### config.mk
export PLATFORM = sky130hd
export DESIGN_NAME = traceback_block_flat
export DESIGN_NICKNAME = d
export VERILOG_FILES = /design/src/rtl/traceback_block_if.sv /design/src/rtl/traceback_block.sv /design/src/flat_wrapper.sv
export SDC_FILE = /design/constraint.sdc
export NUM_CORES = 1
export LEC_CHECK = 0
export CORE_MARGIN = 5
export CORE_UTILIZATION = 45
export CTS_CLUSTER_DIAMETER = 80
export DETAILED_ROUTE_END_ITERATION = 7
export PLACE_DENSITY = 0.77
export REMOVE_ABC_BUFFERS = 1
export SKIP_LAST_GASP = 1
export SYNTH_ARGS = -nofsm -noshare
export SYNTH_HDL_FRONTEND = slang
export SYNTH_SLANG_ARGS = --single-unit
### constraint.sdc
create_clock -name clk -period 2.1 [get_ports clk]
set_input_delay 0.42 -clock clk [delete_from_list [all_inputs] [get_ports clk]]
set_output_delay 0.42 -clock clk [all_outputs]
set_load 0.01 [all_outputs]
### src/rtl/traceback_block_if.sv
// traceback_block_if: port bundle for traceback_block.
// Carries the writer status inputs, the survivor-row read bus, the decoded-word
// valid/ready handshake and the status flags. The optional statistics counters
// are present only when TRACEBACK_STATS_EN is defined.
// master = traceback unit side, slave = surrounding logic (ACS/memory/consumer).
interface traceback_block_if #(
  parameter int M = 6,
  parameter int D = 32,
  parameter int L = 8
);
  localparam int N      = D + L;
  localparam int TIME_W = $clog2(N);

  logic [TIME_W-1:0] wr_ptr;
  logic [M-1:0]      s_end;
  logic              flush;
  logic              tb_rd_en;
  logic [TIME_W-1:0] tb_time;
  logic [(1<<M)-1:0] tb_row;
  logic [L-1:0]      out_data;
  logic              out_valid;
  logic              out_ready;
  logic              overrun;
  logic              busy;
`ifdef TRACEBACK_STATS_EN
  logic [15:0]       words_out;
  logic [15:0]       drops_out;
`endif

  modport master (
    input  wr_ptr, s_end, flush, tb_row, out_ready,
`ifdef TRACEBACK_STATS_EN
    output words_out, drops_out,
`endif
    output tb_rd_en, tb_time, out_data, out_valid, overrun, busy
  );

  modport slave (
    output wr_ptr, s_end, flush, tb_row, out_ready,
`ifdef TRACEBACK_STATS_EN
    input  words_out, drops_out,
`endif
    input  tb_rd_en, tb_time, out_data, out_valid, overrun, busy
  );
endinterface

### src/rtl/traceback_block.sv
// traceback_block: block-mode Viterbi traceback.
// Each trace walks D convergence columns then L decode columns backwards from
// the requested start column, one survivor row per clock, and presents the L
// decoded bits as one word (bit 0 = oldest) on a valid/ready handshake.
// One pending request slot; a request arriving with the slot full is dropped
// and flagged on the sticky overrun output.
// Optional macro TRACEBACK_STATS_EN adds saturating words_out/drops_out counters.
module traceback_block #(
  parameter int M = 6,
  parameter int D = 32,
  parameter int L = 8
) (
  input  logic                clk,
  input  logic                rst_n,
  traceback_block_if.master   bus
);
  localparam int N      = D + L;
  localparam int TIME_W = $clog2(N);
  localparam int CNT_W  = $clog2(N + 1);

  typedef enum logic [1:0] {IDLE, TRACE, EMIT} state_t;

  state_t             state_q, state_d;
  logic [TIME_W-1:0]  wr_ptr_q;
  logic               flush_q;
  logic [CNT_W-1:0]   fill_q;
  logic [CNT_W-1:0]   adv_cnt_q;
  logic               advance, flush_rise, norm_req, req, drop, to_slot;
  logic [M-1:0]       req_state;
  logic               pend_vld_q;
  logic [TIME_W-1:0]  pend_col_q;
  logic [M-1:0]       pend_state_q;
  logic               start;
  logic [TIME_W-1:0]  start_col;
  logic [M-1:0]       start_state;
  logic               overrun_q;
  logic               rd_en_p0;
  logic [TIME_W-1:0]  rd_addr_p0;
  logic [CNT_W-1:0]   iss_cnt_p0;
  logic               vld_p1;
  logic [CNT_W-1:0]   step_p1;
  logic [M-1:0]       path_p1, path_nxt;
  logic [L-1:0]       word_p1;
  logic               bit_p1, last_p1, handshake;

  function automatic logic [CNT_W-1:0] sat_inc_fill(input logic [CNT_W-1:0] v);
    return (v == CNT_W'(N)) ? v : v + CNT_W'(1);
  endfunction

  function automatic logic [TIME_W-1:0] dec_wrap(input logic [TIME_W-1:0] a);
    return (a == '0) ? TIME_W'(N - 1) : a - TIME_W'(1);
  endfunction

  // Request detection: column advances, flush edges, warm-up gating.
  assign advance    = (bus.wr_ptr != wr_ptr_q);
  assign flush_rise = bus.flush & ~flush_q;
  assign norm_req   = advance && (adv_cnt_q == CNT_W'(L - 1)) &&
                      ((fill_q == CNT_W'(N)) || (fill_q == CNT_W'(N - 1)));
  assign req        = norm_req | flush_rise;
  assign req_state  = flush_rise ? '0 : bus.s_end;

  // A queued request always wins over a fresh one when the FSM is idle.
  assign start       = (state_q == IDLE) && (pend_vld_q || req);
  assign start_col   = pend_vld_q ? pend_col_q : bus.wr_ptr;
  assign start_state = pend_vld_q ? pend_state_q : req_state;
  assign to_slot     = req && ((state_q != IDLE) ? !pend_vld_q : pend_vld_q);
  assign drop        = req && (state_q != IDLE) && pend_vld_q;

  assign rd_en_p0  = (state_q == TRACE) && (iss_cnt_p0 != CNT_W'(N));
  assign bit_p1    = bus.tb_row[path_p1];
  assign last_p1   = vld_p1 && (step_p1 == CNT_W'(N - 1));
  assign handshake = (state_q == EMIT) && bus.out_ready;

  generate
    if (M == 1) begin : g_path_m1
      assign path_nxt = bit_p1;
    end else begin : g_path_mn
      assign path_nxt = {bit_p1, path_p1[M-1:1]};
    end
  endgenerate

  // FSM state register.
  always_ff @(posedge clk or negedge rst_n) begin
    if (!rst_n) state_q <= IDLE;
    else        state_q <= state_d;
  end

  // FSM next state: idle -> walk columns -> hold word until accepted.
  always_comb begin
    state_d = state_q;
    case (state_q)
      IDLE:    if (start)         state_d = TRACE;
      TRACE:   if (last_p1)       state_d = EMIT;
      EMIT:    if (bus.out_ready) state_d = IDLE;
      default:                    state_d = IDLE;
    endcase
  end

  // Writer tracking: edge detectors, warm-up fill level and decode phase.
  always_ff @(posedge clk or negedge rst_n) begin
    if (!rst_n) begin
      wr_ptr_q  <= '0;
      flush_q   <= 1'b0;
      fill_q    <= '0;
      adv_cnt_q <= '0;
    end else begin
      wr_ptr_q <= bus.wr_ptr;
      flush_q  <= bus.flush;
      if (advance) fill_q <= sat_inc_fill(fill_q);
      if (flush_rise)
        adv_cnt_q <= '0;
      else if (advance)
        adv_cnt_q <= (adv_cnt_q == CNT_W'(L - 1)) ? '0 : adv_cnt_q + CNT_W'(1);
    end
  end

  // Pending slot occupancy and sticky overrun flag.
  always_ff @(posedge clk or negedge rst_n) begin
    if (!rst_n) begin
      pend_vld_q <= 1'b0;
      overrun_q  <= 1'b0;
    end else begin
      if (to_slot)                  pend_vld_q <= 1'b1;
      else if (start && pend_vld_q) pend_vld_q <= 1'b0;
      if (drop)                     overrun_q  <= 1'b1;
    end
  end

  // Pending slot payload.
  always_ff @(posedge clk) begin
    if (to_slot) begin
      pend_col_q   <= bus.wr_ptr;
      pend_state_q <= req_state;
    end
  end

  // ---- p0: survivor row address issue ----
  // Walks addresses backwards from the start column, wrapping 0 -> N-1.
  always_ff @(posedge clk or negedge rst_n) begin
    if (!rst_n) begin
      rd_addr_p0 <= '0;
      iss_cnt_p0 <= '0;
    end else if (start) begin
      rd_addr_p0 <= start_col;
      iss_cnt_p0 <= '0;
    end else if (rd_en_p0) begin
      rd_addr_p0 <= dec_wrap(rd_addr_p0);
      iss_cnt_p0 <= iss_cnt_p0 + CNT_W'(1);
    end
  end

  // ---- p1: row returned, survivor bit selected, state updated ----
  // Step control: row-valid flag and step count.
  always_ff @(posedge clk or negedge rst_n) begin
    if (!rst_n) begin
      vld_p1  <= 1'b0;
      step_p1 <= '0;
      word_p1 <= '0;
    end else begin
      vld_p1 <= rd_en_p0;
      if (start) begin
        step_p1 <= '0;
      end else if (vld_p1) begin
        step_p1 <= step_p1 + CNT_W'(1);
        // Later steps are older bits, so shifting up leaves the oldest at bit 0.
        if (step_p1 >= CNT_W'(D)) word_p1 <= (word_p1 << 1) | L'(bit_p1);
      end
    end
  end

  // Traceback path state.
  always_ff @(posedge clk) begin
    if (start)       path_p1 <= start_state;
    else if (vld_p1) path_p1 <= path_nxt;
  end

`ifdef TRACEBACK_STATS_EN
  logic [15:0] words_q, drops_q;

  function automatic logic [15:0] sat_inc16(input logic [15:0] v);
    return (v == 16'hFFFF) ? v : v + 16'd1;
  endfunction

  // Saturating counts of accepted words and dropped requests.
  always_ff @(posedge clk or negedge rst_n) begin
    if (!rst_n) begin
      words_q <= '0;
      drops_q <= '0;
    end else begin
      if (handshake) words_q <= sat_inc16(words_q);
      if (drop)      drops_q <= sat_inc16(drops_q);
    end
  end

  assign bus.words_out = words_q;
  assign bus.drops_out = drops_q;
`endif

  assign bus.tb_rd_en  = rd_en_p0;
  assign bus.tb_time   = rd_addr_p0;
  assign bus.out_data  = word_p1;
  assign bus.out_valid = (state_q == EMIT);
  assign bus.overrun   = overrun_q;
  assign bus.busy      = (state_q != IDLE);
endmodule

### src/flat_wrapper.sv
// flat-port wrapper written by rule: the top's interface ports become plain ports
module traceback_block_flat 
#(
  parameter int M = 6,
  parameter int D = 32,
  parameter int L = 8
)
  (clk, rst_n, bus_wr_ptr, bus_s_end, bus_flush, bus_tb_row, bus_out_ready, bus_tb_rd_en, bus_tb_time, bus_out_data, bus_out_valid, bus_overrun, bus_busy);
  traceback_block_if #(.M(M), .D(D), .L(L)) bus_i ();
  input  logic clk;
  input  logic rst_n;
  input wire logic [$bits(bus_i.wr_ptr)-1:0] bus_wr_ptr;
  input wire logic [$bits(bus_i.s_end)-1:0] bus_s_end;
  input wire logic [$bits(bus_i.flush)-1:0] bus_flush;
  input wire logic [$bits(bus_i.tb_row)-1:0] bus_tb_row;
  input wire logic [$bits(bus_i.out_ready)-1:0] bus_out_ready;
  output wire logic [$bits(bus_i.tb_rd_en)-1:0] bus_tb_rd_en;
  output wire logic [$bits(bus_i.tb_time)-1:0] bus_tb_time;
  output wire logic [$bits(bus_i.out_data)-1:0] bus_out_data;
  output wire logic [$bits(bus_i.out_valid)-1:0] bus_out_valid;
  output wire logic [$bits(bus_i.overrun)-1:0] bus_overrun;
  output wire logic [$bits(bus_i.busy)-1:0] bus_busy;
  assign bus_i.wr_ptr = bus_wr_ptr;
  assign bus_i.s_end = bus_s_end;
  assign bus_i.flush = bus_flush;
  assign bus_i.tb_row = bus_tb_row;
  assign bus_i.out_ready = bus_out_ready;
  assign bus_tb_rd_en = bus_i.tb_rd_en;
  assign bus_tb_time = bus_i.tb_time;
  assign bus_out_data = bus_i.out_data;
  assign bus_out_valid = bus_i.out_valid;
  assign bus_overrun = bus_i.overrun;
  assign bus_busy = bus_i.busy;
  traceback_block #(.M(M), .D(D), .L(L)) u_core (.clk(clk), .rst_n(rst_n), .bus(bus_i));
endmodule
==> results.toml, run 1 <==
[run]
cap_violations = 0

[placed_design]
dp_cells = 537
portBuffers = 97
place_congestion = 0.8869
dp_hpwl_microns = 7271

[grt]
grt_pass1_wl_microns = 14730
antenna_found_initial = 0
grt_usage_pct = 18.41
grt-ovfl-total = 0
grt_max_degree = 51
first_global_vias = 3094

[pwr]
total_leakage_power_nw = 2.288
power_mw = 6.097
irDropWorstVdd_mv = 0.6489
power-per-cell-area_nw_per_um2 = 1151

[routing]
antenna_left = 0
drt-initial-drc-count = 101
vias = 2993
wl_microns = 9439
viasPerCell = 5.383
drt-pass1-iter-count = 6
drc = 0
drt-wirelength-per-cell_microns = 16.98

[timing]
max-slew-margin-rel_pct = 57.61
finalCritPeriodShare_pct = 98.57
tightest_slew_ns = 0.6359
finalClockSkew_ns = 0.01038
min_period_ns = 2.070
max_freq_mhz = 483.1
fin_setup_tns_ns = 0
setup_viol = 0
slew_violations = 0
finalHoldViolCount = 0
rsz0062_at_grt = "true"

[setup_path]
max_stage_delay_ns = 0.45
crit_type = "in2reg"
critPathBufInv = 2
critPathArrivalTime_ns = 2.30
worst-path-stages = 7
reg2regPathDepth = 6
cp_data_required_time_ns = 2.33
cp_cell_sequence = "clkdlybuf4s50_1 -> xor2_1 -> nor4_4 -> and2_1 -> o21ai_1 -> buf_4 -> maj3_1"
crit_fanout = 4
end_kind = "flip-flop"
crit_slowest_cell = "clkdlybuf4s50_1"
crit_path_start_kind = "primary input"
critPathTopFamily = "buffers and inverters"

[clocking]
clk_path_buf_depth = 2
hold_buffers = 0
cts.sinks = 68
clk_pin_slew_worst_paths_ns = 0.07
clock_latency_ns = 0.35
numCtsBuffers = 9
clockRootBuffer = "clkbuf_8"
h-tree-depth = 3
cts_tree = "yes"

[logic_synthesis]
ys.flop_type = "dfrtp_1"
synth.cell_area_sq_um = 3791
ys_top_cells_by_area = "dfrtp_1 (33%), edfxtp_1 (14%), mux2i_1 (7.9%), mux4_1 (4.9%), mux4_2 (4.2%)"
yosysWarnings = 0
netlist.area_leader.share_pct = 33.00
syn_area_per_cell_sq_um = 11.77
synth_edf_count = 18
synth_cells = 322
ys_ff_latch = 68
async_flop_share_pct = 73.53
yosysSeqAreaShare_pct = 47.26
synth_cell_types = 52
netlist.top_cell.by_area = "dfrtp_1"

[floorplan]
fp.dieW_microns = 101.8
core-area_sq_um = 8217
start_util_pct = 46.14
io_pins = 98
dieArea_sq_um = 10360
die_h_microns = 101.8
rows = 33

[hold_path]
hp-class = "in2async"

[layout]
drive_gt1_share_pct = 16.41
nNetsFinal = 535
diodes = 0
area.growth.synth_to_final_pct = 39.77
final_cell_count_no_fill = 556

[outcome]
status = "complete, no violations"
layout by cell type, fill, tap and decap left out, types with 3 or more instances in the layout:
cell / instances
inv_1: 12
dfrtp_1: 50
clkbuf_8: 9
o21ai_1: 6
mux4_1: 7
ha_1: 9
clkinv_2: 3
nand4_1: 9
nand2_1: 13
buf_4: 29
a21oi_1: 11
o21ai_0: 6
and3_1: 4
nand3_1: 12
o221ai_1: 4
nand2b_1: 3
mux2i_1: 30
mux2_2: 7
xor2_1: 13
clkdlybuf4s50_1: 95
nor2b_1: 7
nor2_1: 26
xnor2_1: 11
mux4_2: 7
edfxtp_1: 18
and2_1: 7
cells in the mapped netlist, types with 2 or more instances:
master and count:
mux2i_1 30, o21ai_1 6, and3_1 4, nor2b_1 7, edfxtp_1 18, a31oi_1 2, nor2_1 26, o221ai_1 4
and3b_1 2, nor3_1 2, buf_2 5, clkbuf_1 6, a32oi_1 2, ha_1 9, xor2_1 13, nor3b_1 2
inv_1 12, xnor2_1 11, nand3_1 12, dfrtp_1 50, buf_6 2, mux4_1 7, nand4_1 9, and2_1 8
o22ai_1 2, mux4_2 7, a21oi_1 11, nand2b_1 4, o21ai_0 6, or4_1 2, mux2_2 7, nand2_1 14
final timing paths:
path                       slack [ns]         startpoint              endpoint
setup / recovery                 0.03      bus_wr_ptr[0]     u_core.pend_vld_q
hold / removal                   0.18              rst_n  u_core.iss_cnt_p0[0]
setup reg to reg                 0.07  u_core.path_p1[0]     u_core.path_p1[5]
hold reg to reg                  0.50   u_core.fill_q[5]      u_core.fill_q[5]
max in group asynchronous        1.50              rst_n   u_core.adv_cnt_q[1]
min in group clk                 0.50   u_core.fill_q[5]      u_core.fill_q[5]
layer usage:
metal,wire length [microns],global-route usage [%]
met5,0,0
met4,130,5.930
met3,801,5.647
met2,4571,32.09
met1,3935,21.67
cells by family (layout without fill, tap and decap cells):
family	after synthesis	after routing	share of synthesized area, %
buf+inv	28	157	3.432
fa+ha+maj	10	10	3.234
mux	51	51	19.01
flops	68	68	47.26
xor+xnor	24	24	5.545
simple gates	97	97	13.76
compound gates	44	44	7.756
layout make-up:
type / instances / area (sq um)
clock buffers: 9 / 123.9
clock inverters: 7 / 90.09
fillers: 663 / 2918
inverters: 13 / 48.80
multi-input cells: 226 / 1887
flip-flops and latches: 68 / 1792
well taps: 105 / 131.4
repair buffers: 128 / 1226
where the power goes:
part | leakage (nW) | switching, mW | internal, mW | total [mW]
logic | 1.39 | 1.22 | 1.49 | 2.71
clock network | 0.113 | 0.502 | 0.664 | 1.17
registers | 0.785 | 0.410 | 1.81 | 2.22
total | 2.29 | 2.13 | 3.97 | 6.10
sequential cells by signal, indices dropped and copies added (netlist names), 2 cells and up:
signal	flops
u_core.step_p1	6
u_core.state_q	2
u_core.iss_cnt_p0	6
u_core.fill_q	6
u_core.adv_cnt_q	6
u_core.wr_ptr_q	6
u_core.bus.out_data	8
u_core.pend_state_q	6
u_core.path_p1	6
u_core.pend_col_q	6
u_core.bus.tb_time	6
timing repair:
| item | CTS | global route |
|---|---|---|
| endpoints found under the setup margin | 20 | 40 |
| gates resized for setup | 3 | 5 |
| buffers inserted | 1 | 2 |
| pin swaps | 0 | 3 |
| gates cloned | 0 | 0 |
per-stage QoR:
stage / area (sq um) / setup WS, ns / util, % / hold WS [ns]
2_1_floorplan: 3710 / -0.2332 / - / 0.1244
3_3_place_gp: 5042 / -0.3890 / 61.37 / 0.4827
3_5_place_dp: 5042 / -0.5473 / 61.37 / 0.4904
4_1_cts: 5275 / -0.1507 / 64.20 / 0.1944
5_1_grt: 5299 / -0.01083 / 64.49 / 0.2372
6_report: 5299 / 0.02993 / 64.49 / 0.1762
(Power assumes the default switching activity.)
==> run 2, diff against run 1 <==
- CTS_BUF_LIST: not set -> sky130_fd_sc_hd__clkbuf_4 sky130_fd_sc_hd__clkbuf_8 sky130_fd_sc_hd__clkbuf_16
==> results of run 2 <==
Final layout, timing and power as in run 1 (identical DEF).
==> variant 1, RTL diff (settings of run 2) <==
One comparison of `adv_cnt_q` changes from == to >=.
--- a/src/rtl/traceback_block.sv
+++ b/src/rtl/traceback_block.sv
@@ -110,7 +110,7 @@
       if (flush_rise)
         adv_cnt_q <= '0;
       else if (advance)
-        adv_cnt_q <= (adv_cnt_q == CNT_W'(L - 1)) ? '0 : adv_cnt_q + CNT_W'(1);
+        adv_cnt_q <= (adv_cnt_q >= CNT_W'(L - 1)) ? '0 : adv_cnt_q + CNT_W'(1);
     end
   end
 
Function: same outputs for any inputs over 10 cycles, from zero or initial values and one cycle with rst_n low; that may be too few to reach the edited logic, so the function may still have changed.
==> variant 1 against run 2 <==
  * Routed wire length down 6.2%
  * Sequential cell count stayed put
  * Worst setup slack got worse by 0.0077 ns
  * Power fell by 0.50%
  * Clock power down 20%
  * Synthesized cell count down 6.2%
  * Critical path depth down 1
  * Design area grew 0.97%
  * Synthesized area decreased by 1.5%
  * Critical path type is now reg2reg
  * Highest routed layer unchanged
==> variant 1: results (changes against run 2) <==
outcome=complete, no violations; largest net degree at the start of global routing=32 (-37%); dpl ws=-0.442 ns (+0.106 ns); switching power=2060 uW (-3.3%); first-pass GRT wire length=14500 um (-1.5%); register area share after synthesis=48.0% (+0.73 points); Via density=5.18 (-3.9%); synth cell count leaders=dfrtp_1 (50), nor2_1 (24), mux2_2 (22), mux2i_1 (22), edfxtp_1 (18); crit path max fanout=10 (+6); DP HPWL=6910 um (-4.9%); r2r setup slk=0.02 ns (-0.05 ns); Worst Clk Skew=0.00913 ns (-0.00126 ns); Critical Path Source Type=flop; Period minus WS final=2.08 ns (+0.00768 ns); Finished Layout Cells=548 (-1.4%); Setup crit end=u_core.path_p1[5]; post-synthesis compound-gate area fraction=6.10% (-1.7 points); Placed Area=5040 sq um (about the same); VDD IR-drop max=0.617 mV (-5.0%); hold slack=0.0469 ns (-0.129 ns); worst skew pair latency=0.33 ns (-0.02 ns); Cells after DPL=526 (-2.0%); multiplexer share of the synthesized area=21.0% (+2.0 points); Post-Syn Area per Cell=12.4 sq um (+5.0%); share of layout cells above drive strength 1=24.2% (+7.7 points); DR iter-0 viols=91 (-9.9%); WP data arrival=2.15 ns (-0.15 ns); dominant cells by area after synthesis=dfrtp_1 (34%), edfxtp_1 (14%), mux4_2 (8.4%), mux2_2 (6.6%), mux2i_1 (5.9%); nets=527 (-1.5%)
-- variant 1: what timing repair did --
item / in CTS / in global routing
pin swaps: 2 / 6
cloned: 0 / 1
setup endpoints to repair: 28 / 49
buffers inserted: 1 / 4
hold endpoints to repair: 0 / 0
resized for setup: 5 / 16
-- variant 1: cell type report --
class / instances / area, sq um
flip-flops and latches: 68 / 1790
clock inverters: 3 / 12.5
multi-input cells: 207 / 1880
repair buffers: 138 / 1320
fillers: 618 / 2780
inverters: 14 / 52.6
well taps: 105 / 131
clock buffers: 13 / 160
-- variant 1: worst max-delay path: stages, from the launching register on --
cell,delay [ns]
edfxtp_1,0.46
buf_12,0.19
mux4_2,0.52
mux2i_1,0.18
a221oi_1,0.11
a32oi_1,0.25
mux2i_1,0.11
-- variant 1: metal layers --
metal | vias to the layer above | global-route usage [%] | share of wire [%]
met2 | 47 | 30.0 | 53
met3 | 11 | 4.29 | 3.0
li1 | 1376 | - | -
met1 | 1402 | 23.4 | 43
met5 | - | 0 | 0
met4 | 0 | 4.81 | 0.90
==> variant 2, RTL diff (config.mk and constraints of run 2) <==
Without the edit above. `D` is set to 32 in 3 places; all go to 64.
--- a/src/rtl/traceback_block_if.sv
+++ b/src/rtl/traceback_block_if.sv
@@ -5,7 +5,7 @@
 // master = traceback unit side, slave = surrounding logic (ACS/memory/consumer).
 interface traceback_block_if #(
   parameter int M = 6,
-  parameter int D = 32,
+  parameter int D = 64,
   parameter int L = 8
 );
   localparam int N      = D + L;
--- a/src/rtl/traceback_block.sv
+++ b/src/rtl/traceback_block.sv
@@ -7,7 +7,7 @@
 // Optional macro TRACEBACK_STATS_EN adds saturating words_out/drops_out counters.
 module traceback_block #(
   parameter int M = 6,
-  parameter int D = 32,
+  parameter int D = 64,
   parameter int L = 8
 ) (
   input  logic                clk,
--- a/src/flat_wrapper.sv
+++ b/src/flat_wrapper.sv
@@ -2,7 +2,7 @@
 module traceback_block_flat 
 #(
   parameter int M = 6,
-  parameter int D = 32,
+  parameter int D = 64,
   parameter int L = 8
 )
   (clk, rst_n, bus_wr_ptr, bus_s_end, bus_flush, bus_tb_row, bus_out_ready, bus_tb_rd_en, bus_tb_time, bus_out_data, bus_out_valid, bus_overrun, bus_busy);
Ports: changed (resized bus_tb_time and bus_wr_ptr); port bits go from 98 to 100. The function was not compared with the original's and may differ.
==> variant 2 against run 2 <==
  * The run now ends with negative setup slack left
  * Non-clock buffer count increased by 37
  * Design area increased by 16%
  * Power increased by 23%
  * Combinational power increased by 45%
  * Sequential cell count increased by 7
  * First-iteration DRC count increased by 5.0%
  * Sequential power increased by 9.9%
  * Final cell count increased by 13%
  * Die area increased by 7.2%
  * Worst setup slack got worse by 0.12 ns
  * Synthesized area increased by 8.0%
  * Global-route usage increased by 1.1 points
  * Register-to-register slack got worse by 0.16 ns
  * Routed wire length increased by 16%
  * Critical path type is now reg2reg
  * Highest routed layer unchanged
==> variant 2: results (changes against run 2) <==
outcome=finished with violations; failing checks=negative setup slack; max incr delay on CP=0.41 ns (-0.04 ns); Reg-to-Reg Start=u_core.fill_q[0]; share of layout cells above drive strength 1=27.9% (+12 points); min setup slack post-route=-0.0867 ns (-0.117 ns); via count=3459 (+16%); Lkg Pwr=0.00257 uW (+12%); drt total wl=10900 um (+16%); # setup viols final=22 (+22); VDD IR-drop max=0.772 mV (+19%); WP data arrival=2.43 ns (+0.13 ns); IO buf count=99 (+2.1%); Mapped Cells=354 (+9.9%); nets=602 (+13%); EDFF count, synth=19 (+1); synth cell count leaders=dfrtp_1 (56), nor2_1 (40), mux2i_1 (24); DR pass1 iterations=5 (-1); dominant cells by area after synthesis=dfrtp_1 (34%), edfxtp_1 (14%), mux2i_1 (5.9%), mux4_1 (5.1%), nor2_1 (3.7%); worst min path class=in2async; dpl ws=-0.545 ns (+0.00186 ns); Worst Clk Skew=0.0105 ns (+0.000136 ns); clock tree buffer depth=2 (unchanged); family with the most delay on the worst path=compound AO/OA/AOI/OAI gates; Reg-to-Reg End=u_core.bus.out_data[6]; R2R depth=8 (+2); CP max-delay cell=dfrtp_1; H-Tree Depth=3 (unchanged); placer's final routability congestion estimate=0.850 (-4.2%); largest net degree at the start of global routing=38 (-25%); Slew @ Worst Pin=0.494 ns (-0.142 ns); first-pass GRT wire length=17500 um (+19%); post-synthesis async set-or-reset flop share=74.7% (+1.1 points); P_int=4730 uW (+19%); Netlist cell types=53 (+1.9%); setup TNS=-1.17 ns (-1.17 ns); DR iter-0 viols=106 (+5.0%); Cells after DPL=589 (+9.7%); Clock Pin Slew Worst Setup and Hold Paths=0.08 ns; GRT Util Overall=19.5% (+1.1 points); DP HPWL=7920 um (+9.0%); antenna violations before repair=0 (unchanged); crit path max fanout=7 (+3); register area share after synthesis=48.2% (+0.89 points); vias in the first global route=3565 (+15%); Finished Layout Cells=627 (+13%)
[variant 2: cell count changes in the layout (fill, tap and decap cells not counted), moves of 6 or more]
cell	before	now
nand2_1	13	20
mux2i_1	30	24
nor2_2	0	8
mux2_4	0	7
nor2_1	26	19
dfrtp_1	50	56
nor2_4	0	13
buf_4	29	55
[variant 2: logic make-up after synthesis]
group                    Yosys count  synth area share, %
AO/OA/AOI/OAI                     50                 8.25
XOR/XNOR                          30                 6.42
adder cells (fa/ha/maj)            7                 2.14
buffers and inverters             25                 3.24
flip-flops                        75                 48.2
multiplexers                      45                 16.3
AND/OR/NAND/NOR                  122                 15.5
[variant 2: layout make-up]
type | count | area (sq um)
multi-input cells | 254 | 2230
repair buffers | 165 | 1590
clock inverters | 4 | 28.8
clock buffers | 12 | 170
inverters | 9 | 33.8
flip-flops and latches | 75 | 1970
fillers | 648 | 2650
well taps | 108 | 135
[variant 2: worst reg2reg max path, delay by kind of cell, from the launching register on]
kind | cells | cell delay [ns]
AOI/OAI and AO/OA | 3 | 0.73
DFF | 1 | 0.41
and+or+nand+nor | 2 | 0.39
muxes | 1 | 0.32
adders and majority gates | 1 | 0.16
buffers and inverters | 1 | 0.08
[variant 2: worst max-delay path by stage]
stage                                    from  slack [ns]                      to
final                        u_core.fill_q[0]       -0.09  u_core.bus.out_data[6]
after global routing         u_core.fill_q[0]       -0.17  u_core.bus.out_data[7]
after CTS                    u_core.fill_q[0]       -0.11       u_core.path_p1[0]
after detailed placement        bus_wr_ptr[3]       -0.55    u_core.iss_cnt_p0[6]
after global placement          bus_wr_ptr[1]       -0.45  u_core.bus.out_data[4]
after floorplan           u_core.adv_cnt_q[3]       -0.66       u_core.path_p1[0]
[variant 2: power by group through the flow]
stage               logic, uW  registers [uW]  clock network, uW
floorplan                1590            2520                  0
global placement         2940            2420                  0
detailed placement       3020            2450                  0
CTS                      3490            2440               1130
global route             4280            2500               1190
finish                   3940            2440               1110
[variant 2: through the flow]
stage,cell area (sq um),power [uW],hold slack (ns)
2_1_floorplan,4000,4110,0.124
3_3_place_gp,5470,5350,0.407
3_5_place_dp,5470,5470,0.407
4_1_cts,5910,7060,0.0202
5_1_grt,6160,7980,0.0392
6_report,6160,7490,0.0131
[variant 2: layer usage]
| metal | track usage (%) | up-vias | share of wire, % |
|---|---|---|---|
| met2 | 33.1 | 140 | 50 |
| li1 | - | 1607 | - |
| met4 | 5.81 | 0 | 1.8 |
| met3 | 6.42 | 24 | 7.3 |
| met1 | 23.6 | 1688 | 41 |
| met5 | 0 | - | 0 |
[variant 2: what timing repair did]
item,CTS,global route
pin swaps,8,13
endpoints found under the setup margin,37,60
gates cloned,2,0
setup buffers,16,5
gates resized for setup,26,56
